<file path="config.mk">
export PLATFORM = sky130hd
export DESIGN_NAME = fetch_stage_flat
export DESIGN_NICKNAME = d
export VERILOG_FILES = /design/src/rtl/fetch_stage_if.sv /design/src/rtl/fetch_stage.sv /design/src/flat_wrapper.sv
export SDC_FILE = /design/constraint.sdc
export NUM_CORES = 1
export LEC_CHECK = 0
export ABC_CLOCK_PERIOD_IN_PS = 5300
export CORE_ASPECT_RATIO = 1.75
export CORE_MARGIN = 2
export CORE_UTILIZATION = 48
export DETAILED_ROUTE_END_ITERATION = 6
export MAX_ROUTING_LAYER = met4
export PLACE_DENSITY = 0.78
export SYNTH_ARGS = -nofsm -noshare
export SYNTH_HDL_FRONTEND = slang
export SYNTH_SLANG_ARGS = --single-unit
</file>
<file path="constraint.sdc">
create_clock -name clk -period 5.3 [get_ports clk]
set_clock_uncertainty 0.05 [all_clocks]
set_input_delay 0.795 -clock clk [delete_from_list [all_inputs] [get_ports clk]]
set_output_delay 0.795 -clock clk [all_outputs]
set_load 0.01 [all_outputs]
</file>
<file path="src/rtl/fetch_stage_if.sv">
// Instruction-memory request/response bundle between the fetch stage and imem.
// A word transfers on any cycle where imem_req and imem_ready are both 1; the
// requester holds imem_addr stable from the first cycle of imem_req until that cycle.
interface fetch_stage_if;
    logic        imem_req;
    logic [31:0] imem_addr;
    logic        imem_ready;
    logic [31:0] imem_rdata;

    modport master (
        output imem_req,
        output imem_addr,
        input  imem_ready,
        input  imem_rdata
    );

    modport slave (
        input  imem_req,
        input  imem_addr,
        output imem_ready,
        output imem_rdata
    );
endinterface

</file>
<file path="src/rtl/fetch_stage.sv">
// Fetch stage: PC, imem handshake FSM (FETCH/WAIT/HOLD), 1-entry stall buffer, IF/ID register.
// Define FETCH_ALIGN_CHECK_EN to add the sticky fetch_misalign flag for misaligned redirects.
module fetch_stage #(
    parameter logic [31:0] RESET_PC = 32'h0000_0000
) (
    input  logic          clk,
    input  logic          rst,
    input  logic          stall,
    input  logic          flush,
    input  logic          branch_taken,
    input  logic [31:0]   branch_target,
    input  logic          jump_flag,
    input  logic [31:0]   jump_target,
    fetch_stage_if.master imem,
    output logic [31:0]   if_id_instr,
    output logic [31:0]   if_id_pc4,
    output logic          if_id_valid,
    output logic [5:0]    opcode,
    output logic [5:0]    funct,
    output logic [1:0]    o_dbg_state
`ifdef FETCH_ALIGN_CHECK_EN
    ,
    output logic          fetch_misalign
`endif
);

    typedef enum logic [1:0] {
        S_FETCH = 2'd0,
        S_WAIT  = 2'd1,
        S_HOLD  = 2'd2
    } state_t;

    state_t      r_state;
    state_t      w_next_state;
    logic [31:0] r_pc;
    logic [31:0] r_buf;
    logic        r_pend_valid;
    logic [31:0] r_pend_target;
    logic [31:0] r_if_instr;
    logic [31:0] r_if_pc4;
    logic        r_if_valid;

    logic        w_redirect;
    logic [31:0] w_target;
    logic        w_halt;
    logic        w_req;
    logic        w_done;
    logic [31:0] w_pc4;

    assign w_redirect = branch_taken | jump_flag;
    assign w_target   = branch_taken ? branch_target : jump_target;
    assign w_req      = rst && !w_halt && (r_state != S_HOLD);
    assign w_done     = w_req && imem.imem_ready;
    assign w_pc4      = r_pc + 32'd4;

`ifdef FETCH_ALIGN_CHECK_EN
    logic r_misalign;

    // Once set, requests stop until reset so the bad address is never issued.
    always_ff @(posedge clk or negedge rst) begin
        if (!rst)
            r_misalign <= 1'b0;
        else if (w_redirect && (w_target[1:0] != 2'b00))
            r_misalign <= 1'b1;
    end

    assign w_halt         = r_misalign;
    assign fetch_misalign = r_misalign;
`else
    assign w_halt = 1'b0;
`endif

    always_ff @(posedge clk or negedge rst) begin
        if (!rst)
            r_state <= S_FETCH;
        else
            r_state <= w_next_state;
    end

    always_comb begin
        w_next_state = r_state;
        if (w_redirect) begin
            w_next_state = (w_req && !imem.imem_ready) ? S_WAIT : S_FETCH;
        end else begin
            case (r_state)
                S_FETCH, S_WAIT: begin
                    if (w_done)
                        w_next_state = (stall && !r_pend_valid) ? S_HOLD : S_FETCH;
                    else if (w_req)
                        w_next_state = S_WAIT;
                end
                S_HOLD: begin
                    if (!stall)
                        w_next_state = S_FETCH;
                end
                default: w_next_state = S_FETCH;
            endcase
        end
    end

    always_comb begin
        imem.imem_req  = w_req;
        imem.imem_addr = r_pc;
        o_dbg_state    = r_state;
    end

    // An in-flight request keeps its address, so a redirect arriving then is parked as pending.
    always_ff @(posedge clk or negedge rst) begin
        if (!rst) begin
            r_pc          <= RESET_PC;
            r_buf         <= 32'h0;
            r_pend_valid  <= 1'b0;
            r_pend_target <= 32'h0;
            r_if_instr    <= 32'h0;
            r_if_pc4      <= 32'h0;
            r_if_valid    <= 1'b0;
        end else if (w_redirect) begin
            r_if_valid <= 1'b0;
            r_if_instr <= 32'h0;
            if (w_req && !imem.imem_ready) begin
                r_pend_valid  <= 1'b1;
                r_pend_target <= w_target;
            end else begin
                r_pc         <= w_target;
                r_pend_valid <= 1'b0;
            end
        end else begin
            case (r_state)
                S_FETCH, S_WAIT: begin
                    if (w_done) begin
                        if (r_pend_valid) begin
                            r_pc         <= r_pend_target;
                            r_pend_valid <= 1'b0;
                        end else if (stall) begin
                            r_buf <= imem.imem_rdata;
                        end else begin
                            r_pc       <= w_pc4;
                            r_if_instr <= imem.imem_rdata;
                            r_if_pc4   <= w_pc4;
                            r_if_valid <= 1'b1;
                        end
                    end
                end
                S_HOLD: begin
                    if (!stall) begin
                        r_pc       <= w_pc4;
                        r_if_instr <= r_buf;
                        r_if_pc4   <= w_pc4;
                        r_if_valid <= 1'b1;
                    end
                end
                default: ;
            endcase
            // Flush squashes IF/ID only; the PC and FSM keep advancing.
            if (flush) begin
                r_if_valid <= 1'b0;
                r_if_instr <= 32'h0;
            end
        end
    end

    assign if_id_instr = r_if_instr;
    assign if_id_pc4   = r_if_pc4;
    assign if_id_valid = r_if_valid;
    assign opcode      = r_if_instr[31:26];
    assign funct       = r_if_instr[5:0];

endmodule

</file>
<file path="src/flat_wrapper.sv">
// flat-port wrapper written by rule: the top's interface ports become plain ports
module fetch_stage_flat 
#(
    parameter logic [31:0] RESET_PC = 32'h0000_0000
)
  (clk, rst, stall, flush, branch_taken, branch_target, jump_flag, jump_target, if_id_instr, if_id_pc4, if_id_valid, opcode, funct, o_dbg_state, imem_imem_req, imem_imem_addr, imem_imem_ready, imem_imem_rdata);
  fetch_stage_if imem_i ();
  input  logic clk;
  input  logic rst;
  input  logic stall;
  input  logic flush;
  input  logic branch_taken;
  input  logic [31:0] branch_target;
  input  logic jump_flag;
  input  logic [31:0] jump_target;
  output logic [31:0] if_id_instr;
  output logic [31:0] if_id_pc4;
  output logic if_id_valid;
  output logic [5:0] opcode;
  output logic [5:0] funct;
  output logic [1:0] o_dbg_state;
  output wire logic [$bits(imem_i.imem_req)-1:0] imem_imem_req;
  output wire logic [$bits(imem_i.imem_addr)-1:0] imem_imem_addr;
  input wire logic [$bits(imem_i.imem_ready)-1:0] imem_imem_ready;
  input wire logic [$bits(imem_i.imem_rdata)-1:0] imem_imem_rdata;
  assign imem_imem_req = imem_i.imem_req;
  assign imem_imem_addr = imem_i.imem_addr;
  assign imem_i.imem_ready = imem_imem_ready;
  assign imem_i.imem_rdata = imem_imem_rdata;
  fetch_stage #(.RESET_PC(RESET_PC)) u_core (.clk(clk), .rst(rst), .stall(stall), .flush(flush), .branch_taken(branch_taken), .branch_target(branch_target), .jump_flag(jump_flag), .jump_target(jump_target), .imem(imem_i), .if_id_instr(if_id_instr), .if_id_pc4(if_id_pc4), .if_id_valid(if_id_valid), .opcode(opcode), .funct(funct), .o_dbg_state(o_dbg_state));
endmodule
</file>
# Word-level counts from Yosys, hierarchy flattened
# Index checks and enable logic that the tools add are counted.
# totals
regBits,164
input_bits,103
output_inout_bits,112
elab_cells,81
# classes
addsub,1
eq_ne,13
mux,35
bitwise_logic,3
n_reduce_logical,21
# op_table
operator,count
2-to-1 mux 32 bit,15
one-hot mux 32 bit (2 select lines),3
adder 32 x 3 -> 32 bit (second input constant),1
2-to-1 mux 1 bit,10
2-to-1 mux 2 bit,5
AND reduction 5 bit,2
inequality test 4 x 3 -> 1 bit (second input constant),2
inequality test 2 bit (second input constant),3
AND reduction 2 bit,3
AND reduction 3 bit,2
nonzero test 2 bit,3
logical AND 1 bit,4
inequality test 4 x 1 -> 1 bit (second input constant),1
inequality test 4 x 2 -> 1 bit (second input constant),1
inequality test 4 bit (second input constant),1
one-hot mux 2 bit (2 select lines),1
AND reduction 4 bit,1
nonzero test 4 bit,1
inequality test 3 x 1 -> 1 bit (second input constant),1
inequality test 3 x 2 -> 1 bit (second input constant),1
nonzero test 3 bit,1
== test 2 x 1 -> 1 bit (second input constant),1
== test 2 bit (second input constant),1
logical NOT 1 bit,2
other kinds (6),7

# Logic depth before layout (Yosys ltp)
# Gate-level depths: netlist (run 1).
# logic_depth
ltp_word,7
depth_mapped,7
depth_no_buf,6

# Worst setup path after synthesis (run 1)
# Ideal clock, no wire load.
# synth_timing
path_type,input-to-reg
from,in jump_flag
to,reg u_core.r_buf[0]
arrival_ns,2.155
t_required_ns,5.125
slack_ns,2.970
stages,7
path_buffers,3
cell_sequence,buf_2 > inv_2 > nand2_2 > or4_1 > buf_2 > buf_6 > mux2_4
# synth_via
elab_chain_cells,3
# synth_rtl
element,line,rtl
from (decl),flat_wrapper.sv:14,input logic jump_flag;
OR 1 bit,fetch_stage.sv:50,assign w_redirect = branch_taken | jump_flag;
NOT 1 bit (no source line),-,
AND reduction 5 bit (no source line),-,
to (signal assigned),fetch_stage.sv:135,r_buf <= imem.imem_rdata;
to (decl),fetch_stage.sv:36,logic [31:0] r_buf;
# No other way between the ends.
# A chain may end at the register's enable or synchronous reset.

# Final worst setup path (run 1)
# layout_timing
from,in stall
to,reg u_core.r_buf[7]
# layout_via
elab_chain_cells,1
# layout_rtl
element,line,rtl
from (decl),flat_wrapper.sv:10,input logic stall;
AND reduction 5 bit (no source line),-,
# No other way between the ends.

==> flow_metrics.py, run 1 <==
metrics = {
    "clock_network": {
        "numCtsBuffers": 17,
        "cts_root_buf": "clkbuf_16",
        "cts_tree": "yes",
        "clk_latency_ns": 0.43,
        "cts_buffer_depth": 2,
        "cts-hold-fix-buffers": 0,
        "h-tree-depth": 4,
        "cts.sinks": 164,
        "cts_resized": 0,
        "postCtsSetupBuffers": 0,
        "clk_pin_slew_ns": 0.07,
    },
    "logic_synthesis": {
        "syn_nets": 1066,
        "synth.distinct_cells": 75,
        "synth_warnings": 0,
        "syn-cell-area_um2": 9040,
        "synth-edff-count": 0,
        "ys_seq_elements": 164,
        "yosysSeqAreaShare": 0.454,
        "synthFlopType": "dfrtp_1",
        "async_flop_share": 1.00,
        "synth_cells": 962,
        "syn_area_per_cell_um2": 9.40,
    },
    "critical_path": {
        "worstPathArrival_ns": 3.39,
        "worst_ep_required_time_ns": 5.56,
        "reg2reg_to": "u_core.imem.imem_addr[31]$_DFFE_PN0P_",
        "cp-start-kind": "input port",
        "ff2ff_path_depth": 5,
        "timing.rr.start": "u_core.imem.imem_addr[14]$_DFFE_PN0P_",
        "r2r_slack_ns": 2.59,
        "cp-end-kind": "register",
        "path_class": "input port to register",
        "worstPathMaxFanout": 32,
    },
    "timing": {
        "max_freq_mhz": 319,
        "worst_pin_slew_ns": 1.09,
        "timing.final.ws_setup_ns": 2.17,
        "hold_violations": 0,
        "rsz0062_at_grt": "no",
        "layout_worst_path_cycle_share": 0.591,
        "setup_tns_ns": 0,
        "fin_crit_ns": 3.13,
        "slew_headroom": 0.267,
        "setup_viol": 0,
        "drv_slew": 0,
        "whs_ns": 0.233,
    },
    "routing": {
        "drtPass1Iterations": 5,
        "ant_nets": 0,
        "drt_iter0_drc": 504,
        "via_per_inst": 5.91,
        "wl_per_cell_um": 19.1,
        "wl_mm": 26.1,
        "num_vias": 8089,
        "drc": 0,
    },
    "finish": {
        "syn2layout_area_growth_pct": 29.7,
        "drive_gt1_frac": 0.100,
        "fin_area_um2": 11700,
        "fin_nets": 1221,
        "num_antenna_cells": 0,
    },
    "die": {
        "dieWidth_um": 108,
        "dieArea_um2": 20000,
        "start_util": 0.489,
        "die_h_um": 186,
        "core_area_um2": 18500,
        "io_pins": 215,
        "placementRows": 66,
    },
    "place": {
        "post_dp_cell_area_um2": 11100,
        "dp_slack_ns": 1.76,
        "place_congestion": 0.922,
        "dp_hpwl_mm": 18.8,
        "numPortBuffers": 214,
    },
    "min_path": {
        "hp-class": "input port to asynchronous set/reset pin",
    },
    "grt": {
        "grt_pass1_vias": 7930,
        "grt_overflow": 0,
        "grt_max_degree": 78,
        "grt_pass1_wl_mm": 41.7,
        "antenna_found_initial": 0,
        "track_usage": 0.275,
    },
    "power": {
        "vdd_drop_max_mv": 0.178,
        "power_frac_seq": 0.440,
        "power.switching_uw": 1230,
        "switching_share": 0.319,
        "leakagePower_uw": 0.00481,
        "p_per_area_nw_per_um2": 328,
        "p_int_uw": 2620,
        "pwr-share-clk": 0.315,
        "p_comb_frac": 0.245,
    },
    "flow_run": {
        "cap_violations": 0,
    },
    "status": {
        "status": "completed",
    },
}
-- registers in the layout (all words and copies together) (netlist names) --
name,count
u_core.imem.imem_addr,32
u_core.r_pend_target,32
u_core.if_id_pc4,32
u_core.r_pend_valid,1
u_core.o_dbg_state,2
u_core.r_buf,32
u_core.if_id_instr,32
u_core.if_id_valid,1
-- stage by stage --
stage	util	std cells	total power [µW]
floorplan	-	962	2150
global placement	0.602	1336	2620
detailed placement	0.602	1336	2650
CTS	0.634	1368	3870
global route	0.634	1368	4030
finish	0.634	1368	3850
-- cell usage after synthesis (6+ instances only) --
cell type	instances	area [µm²]
nor2_1	99	372
buf_2	32	160
nand4b_1	7	61.3
a21oi_1	52	260
and3_1	7	43.8
mux2_4	30	450
clkbuf_1	38	143
nor2b_1	8	50.1
nand4_1	9	56.3
a31oi_1	17	106
nand2_1	148	556
o211ai_1	8	60.1
nand3_1	25	125
mux2_2	7	78.8
xor2_1	18	158
buf_4	15	113
a221oi_1	10	87.6
dfrtp_1	164	4100
inv_1	6	22.5
nor3_1	8	40.0
a311oi_1	32	280
mux2i_1	23	230
and2_1	6	37.5
nor4_1	7	43.8
o21ai_0	61	305
xnor2_1	17	149
-- logic make-up (layout without fill, tap and decap cells) --
group                    count (synthesis)  after routing  synth area share
XOR/XNOR                                35             35            0.0339
adder cells (fa/ha/maj)                  1              1           0.00138
AND/OR/NAND/NOR                        353            353             0.188
multiplexers                            60             60            0.0840
AO/OA/AOI/OAI                          245            245             0.182
flip-flops                             164            164             0.454
buffers and inverters                  104            272            0.0566
-- final cells by class --
class                   instances  area (µm²)
flip-flops and latches        164        4100
clock inverters                15         159
clock buffers                  17         425
repair buffers                230        2260
inverters                      10        37.5
fillers                      1591        6770
well taps                     238         298
multi-input cells             694        4440
-- critical path: stages --
cell and delay (ns):
clkdlybuf4s50_1 0.45, buf_4 0.31, inv_2 0.11, or4_2 1.20
mux2_4 0.47
-- power by group through the flow --
stage,sequential (µW),clock (µW),combinational (µW)
CTS,1690,1230,949
detailed placement,1710,0,945
finish,1690,1210,944
floorplan,1680,0,467
global route,1720,1290,1020
global placement,1700,0,925
-- cell usage in the layout, fill, tap and decap left out, types with 9 or more instances in the layout --
cell               n
a31oi_1           17
xnor2_1           17
buf_4             16
dfrtp_1          164
clkbuf_16         17
a311oi_1          32
o21ai_0           61
a21oi_1           52
a221oi_1          10
nand2_1          148
nor2_1            99
xor2_1            18
clkdlybuf4s50_1  212
nand3_1           25
mux2i_1           23
mux2_4            30
nand4_1            9
-- how the worst max path moves through the flow --
stage | from | to | slack [ns] | cells past startpoint
6_report | stall | u_core.r_buf[7]$_DFFE_PN0P_ | 2.17 | 5
5_1_grt | imem_imem_ready | u_core.if_id_instr[7]$_DFFE_PN0P_ | 1.97 | 7
4_1_cts | stall | u_core.r_buf[21]$_DFFE_PN0P_ | 2.22 | 5
3_5_place_dp | stall | u_core.r_buf[23]$_DFFE_PN0P_ | 1.76 | 5
3_3_place_gp | stall | u_core.r_buf[7]$_DFFE_PN0P_ | 1.78 | 5
2_1_floorplan | jump_flag | u_core.r_buf[0]$_DFFE_PN0P_ | 2.97 | 7
-- routing by layer --
layer | track usage | vias to the layer above | wire length [µm]
met5 | - | - | 0
met4 | 0.130 | 0 | 1130
met3 | 0.0410 | 72 | 1450
met2 | 0.462 | 355 | 13600
met1 | 0.322 | 3900 | 9960
li1 | - | 3762 | -
(Power assumes the default switching activity.)
==> run 2: changes to the inputs <==
ABC_CLOCK_PERIOD_IN_PS = 3300   (was 5300)
clock period = 3.3 ns   (was 5.3 ns; I/O delays follow)
==> run 2 against run 1 <==
Effect of this change: global-route usage shrank 0.95 points; critical path type is now register to register; largest cell class unchanged; sequential power grew 60%; final cell count up 0.88%; total power up 61%; design area up 0.91%; setup slack lost 1.4 ns; non-clock buffer count grew 12.
==> flow_metrics.py, run 2 (synthesis gave the netlist of run 1 again) <==
metrics = {
    "clock_network": {
        "cts-hold-fix-buffers": 0,
        "cts_resized": 0,
        "postCtsSetupBuffers": 0,
        "h-tree-depth": 4,
        "cts_buffer_depth": 2,
        "numCtsBuffers": 17,
        "cts_tree": "yes",
        "clk_latency_ns": 0.43,
        "cts_root_buf": "clkbuf_16",
        "clk_pin_slew_ns": 0.08,
        "cts.sinks": 164,
    },
    "die": {
        "die_h_um": 186,
        "io_pins": 215,
        "dieArea_um2": 20000,
        "placementRows": 66,
        "dieWidth_um": 108,
        "core_area_um2": 18500,
        "start_util": 0.489,
    },
    "timing": {
        "rsz0062_at_grt": "no",
        "max_freq_mhz": 391,
        "layout_worst_path_cycle_share": 0.775,
        "slew_headroom": 0.321,
        "drv_slew": 0,
        "hold_violations": 0,
        "worst_pin_slew_ns": 1.02,
        "fin_crit_ns": 2.56,
        "setup_viol": 0,
        "setup_tns_ns": 0,
    },
    "routing": {
        "via_per_inst": 5.88,
        "wl_mm": 25.9,
        "drt_iter0_drc": 687,
        "wl_per_cell_um": 18.7,
        "drtPass1Iterations": 5,
        "drc": 0,
        "num_vias": 8109,
        "ant_nets": 0,
    },
    "status": {
        "status": "completed",
    },
    "critical_path": {
        "worstPathArrival_ns": 2.82,
        "cp-start-kind": "register",
        "cp-end-kind": "register",
        "crit_path_top_delay_cell": "nor4_4",
        "worst_path_dominant_cell_family": "simple AND/OR/NAND/NOR gates",
        "cp.depth": 6,
        "ff2ff_path_depth": 6,
        "critical-path-max-stage-delay_ns": 0.63,
        "cp_num_buf_inv": 0,
        "path_cells": "ha_1, nand3_2, nor4_4, and3_1, o21ai_1, a22o_1",
        "path_class": "register to register",
        "worst_ep_required_time_ns": 3.56,
        "worstPathMaxFanout": 11,
    },
    "grt": {
        "grt_overflow": 0,
        "grt_max_degree": 82,
        "grt_pass1_wl_mm": 40.4,
        "antenna_found_initial": 0,
        "track_usage": 0.265,
        "grt_pass1_vias": 7792,
    },
    "place": {
        "place_congestion": 0.908,
        "numPortBuffers": 214,
        "dp_hpwl_mm": 18.9,
    },
    "finish": {
        "syn2layout_area_growth_pct": 30.9,
        "final_common_cell": "clkdlybuf4s50_1",
        "final_cell_mix": "clkdlybuf4s50_1 (212), dfrtp_1 (164), nand2_1 (148)",
        "drive_gt1_frac": 0.109,
        "fillers": 1575,
        "num_antenna_cells": 0,
        "fin_nets": 1233,
    },
    "min_path": {
        "hp-class": "input port to asynchronous set/reset pin",
    },
    "flow_run": {
        "cap_violations": 0,
    },
    "power": {
        "p_per_area_nw_per_um2": 523,
        "leakagePower_uw": 0.00488,
        "vdd_drop_max_mv": 0.392,
        "power_uw": 6190,
    },
}
## run 2: routing by layer
layer / vias up / share of wire / track usage
li1: 3783 / - / -
met5: - / 0 / -
met1: 3897 / 0.38 / 0.314
met4: 0 / 0.047 / 0.141
met2: 365 / 0.51 / 0.441
met3: 64 / 0.055 / 0.0322
## run 2: worst register-to-register path: stages, from the launching register on
cell and delay, ns:
dfrtp_1 0.53, ha_1 0.34, nand3_2 0.30, nor4_4 0.63, and3_1 0.30, o21ai_1 0.08, a22o_1 0.24
## run 2: final timing paths
path	start	end	slack (ns)
setup / recovery	u_core.imem.imem_addr[2]$_DFFE_PN0P_	u_core.imem.imem_addr[24]$_DFFE_PN0P_	0.74
hold / removal	rst	u_core.r_pend_target[10]$_DFFE_PN0P_	0.11
setup reg to reg	u_core.imem.imem_addr[2]$_DFFE_PN0P_	u_core.imem.imem_addr[24]$_DFFE_PN0P_	0.74
hold reg to reg	u_core.if_id_pc4[24]$_DFFE_PN0P_	u_core.if_id_pc4[24]$_DFFE_PN0P_	0.43
max in group asynchronous	rst	u_core.if_id_pc4[19]$_DFFE_PN0P_	1.76
min in group clk	u_core.if_id_pc4[24]$_DFFE_PN0P_	u_core.if_id_pc4[24]$_DFFE_PN0P_	0.43
## run 2: layout make-up
type                            count  area (µm²)  share of cell area
Inverter                           10        37.5             0.00317
Timing Repair Buffer              242        2360               0.200
Tap cell                          238         298              0.0252
Clock inverter                     15         163              0.0137
Sequential cell                   164        4100               0.347
Multi-Input combinational cell    694        4440               0.375
Clock buffer                       17         425              0.0360
## run 2: power breakdown
part | switching [µW] | leakage [µW] | internal [µW]
Combinational | 690 | 0.00255 | 842
Clock | 935 | 0.000284 | 1010
Sequential | 340 | 0.00204 | 2370
Total | 1970 | 0.00488 | 4220
## run 2: through the flow
stage	setup slack [ns]	std cells	cell area [µm²]	util	hold WS (ns)
floorplan	1.25	962	9040	-	0.149
global placement	0.564	1348	11200	0.608	0.412
detailed placement	0.541	1348	11200	0.608	0.419
CTS	0.748	1380	11800	0.640	0.132
global route	0.653	1380	11800	0.640	0.152
finish	0.742	1380	11800	0.640	0.107
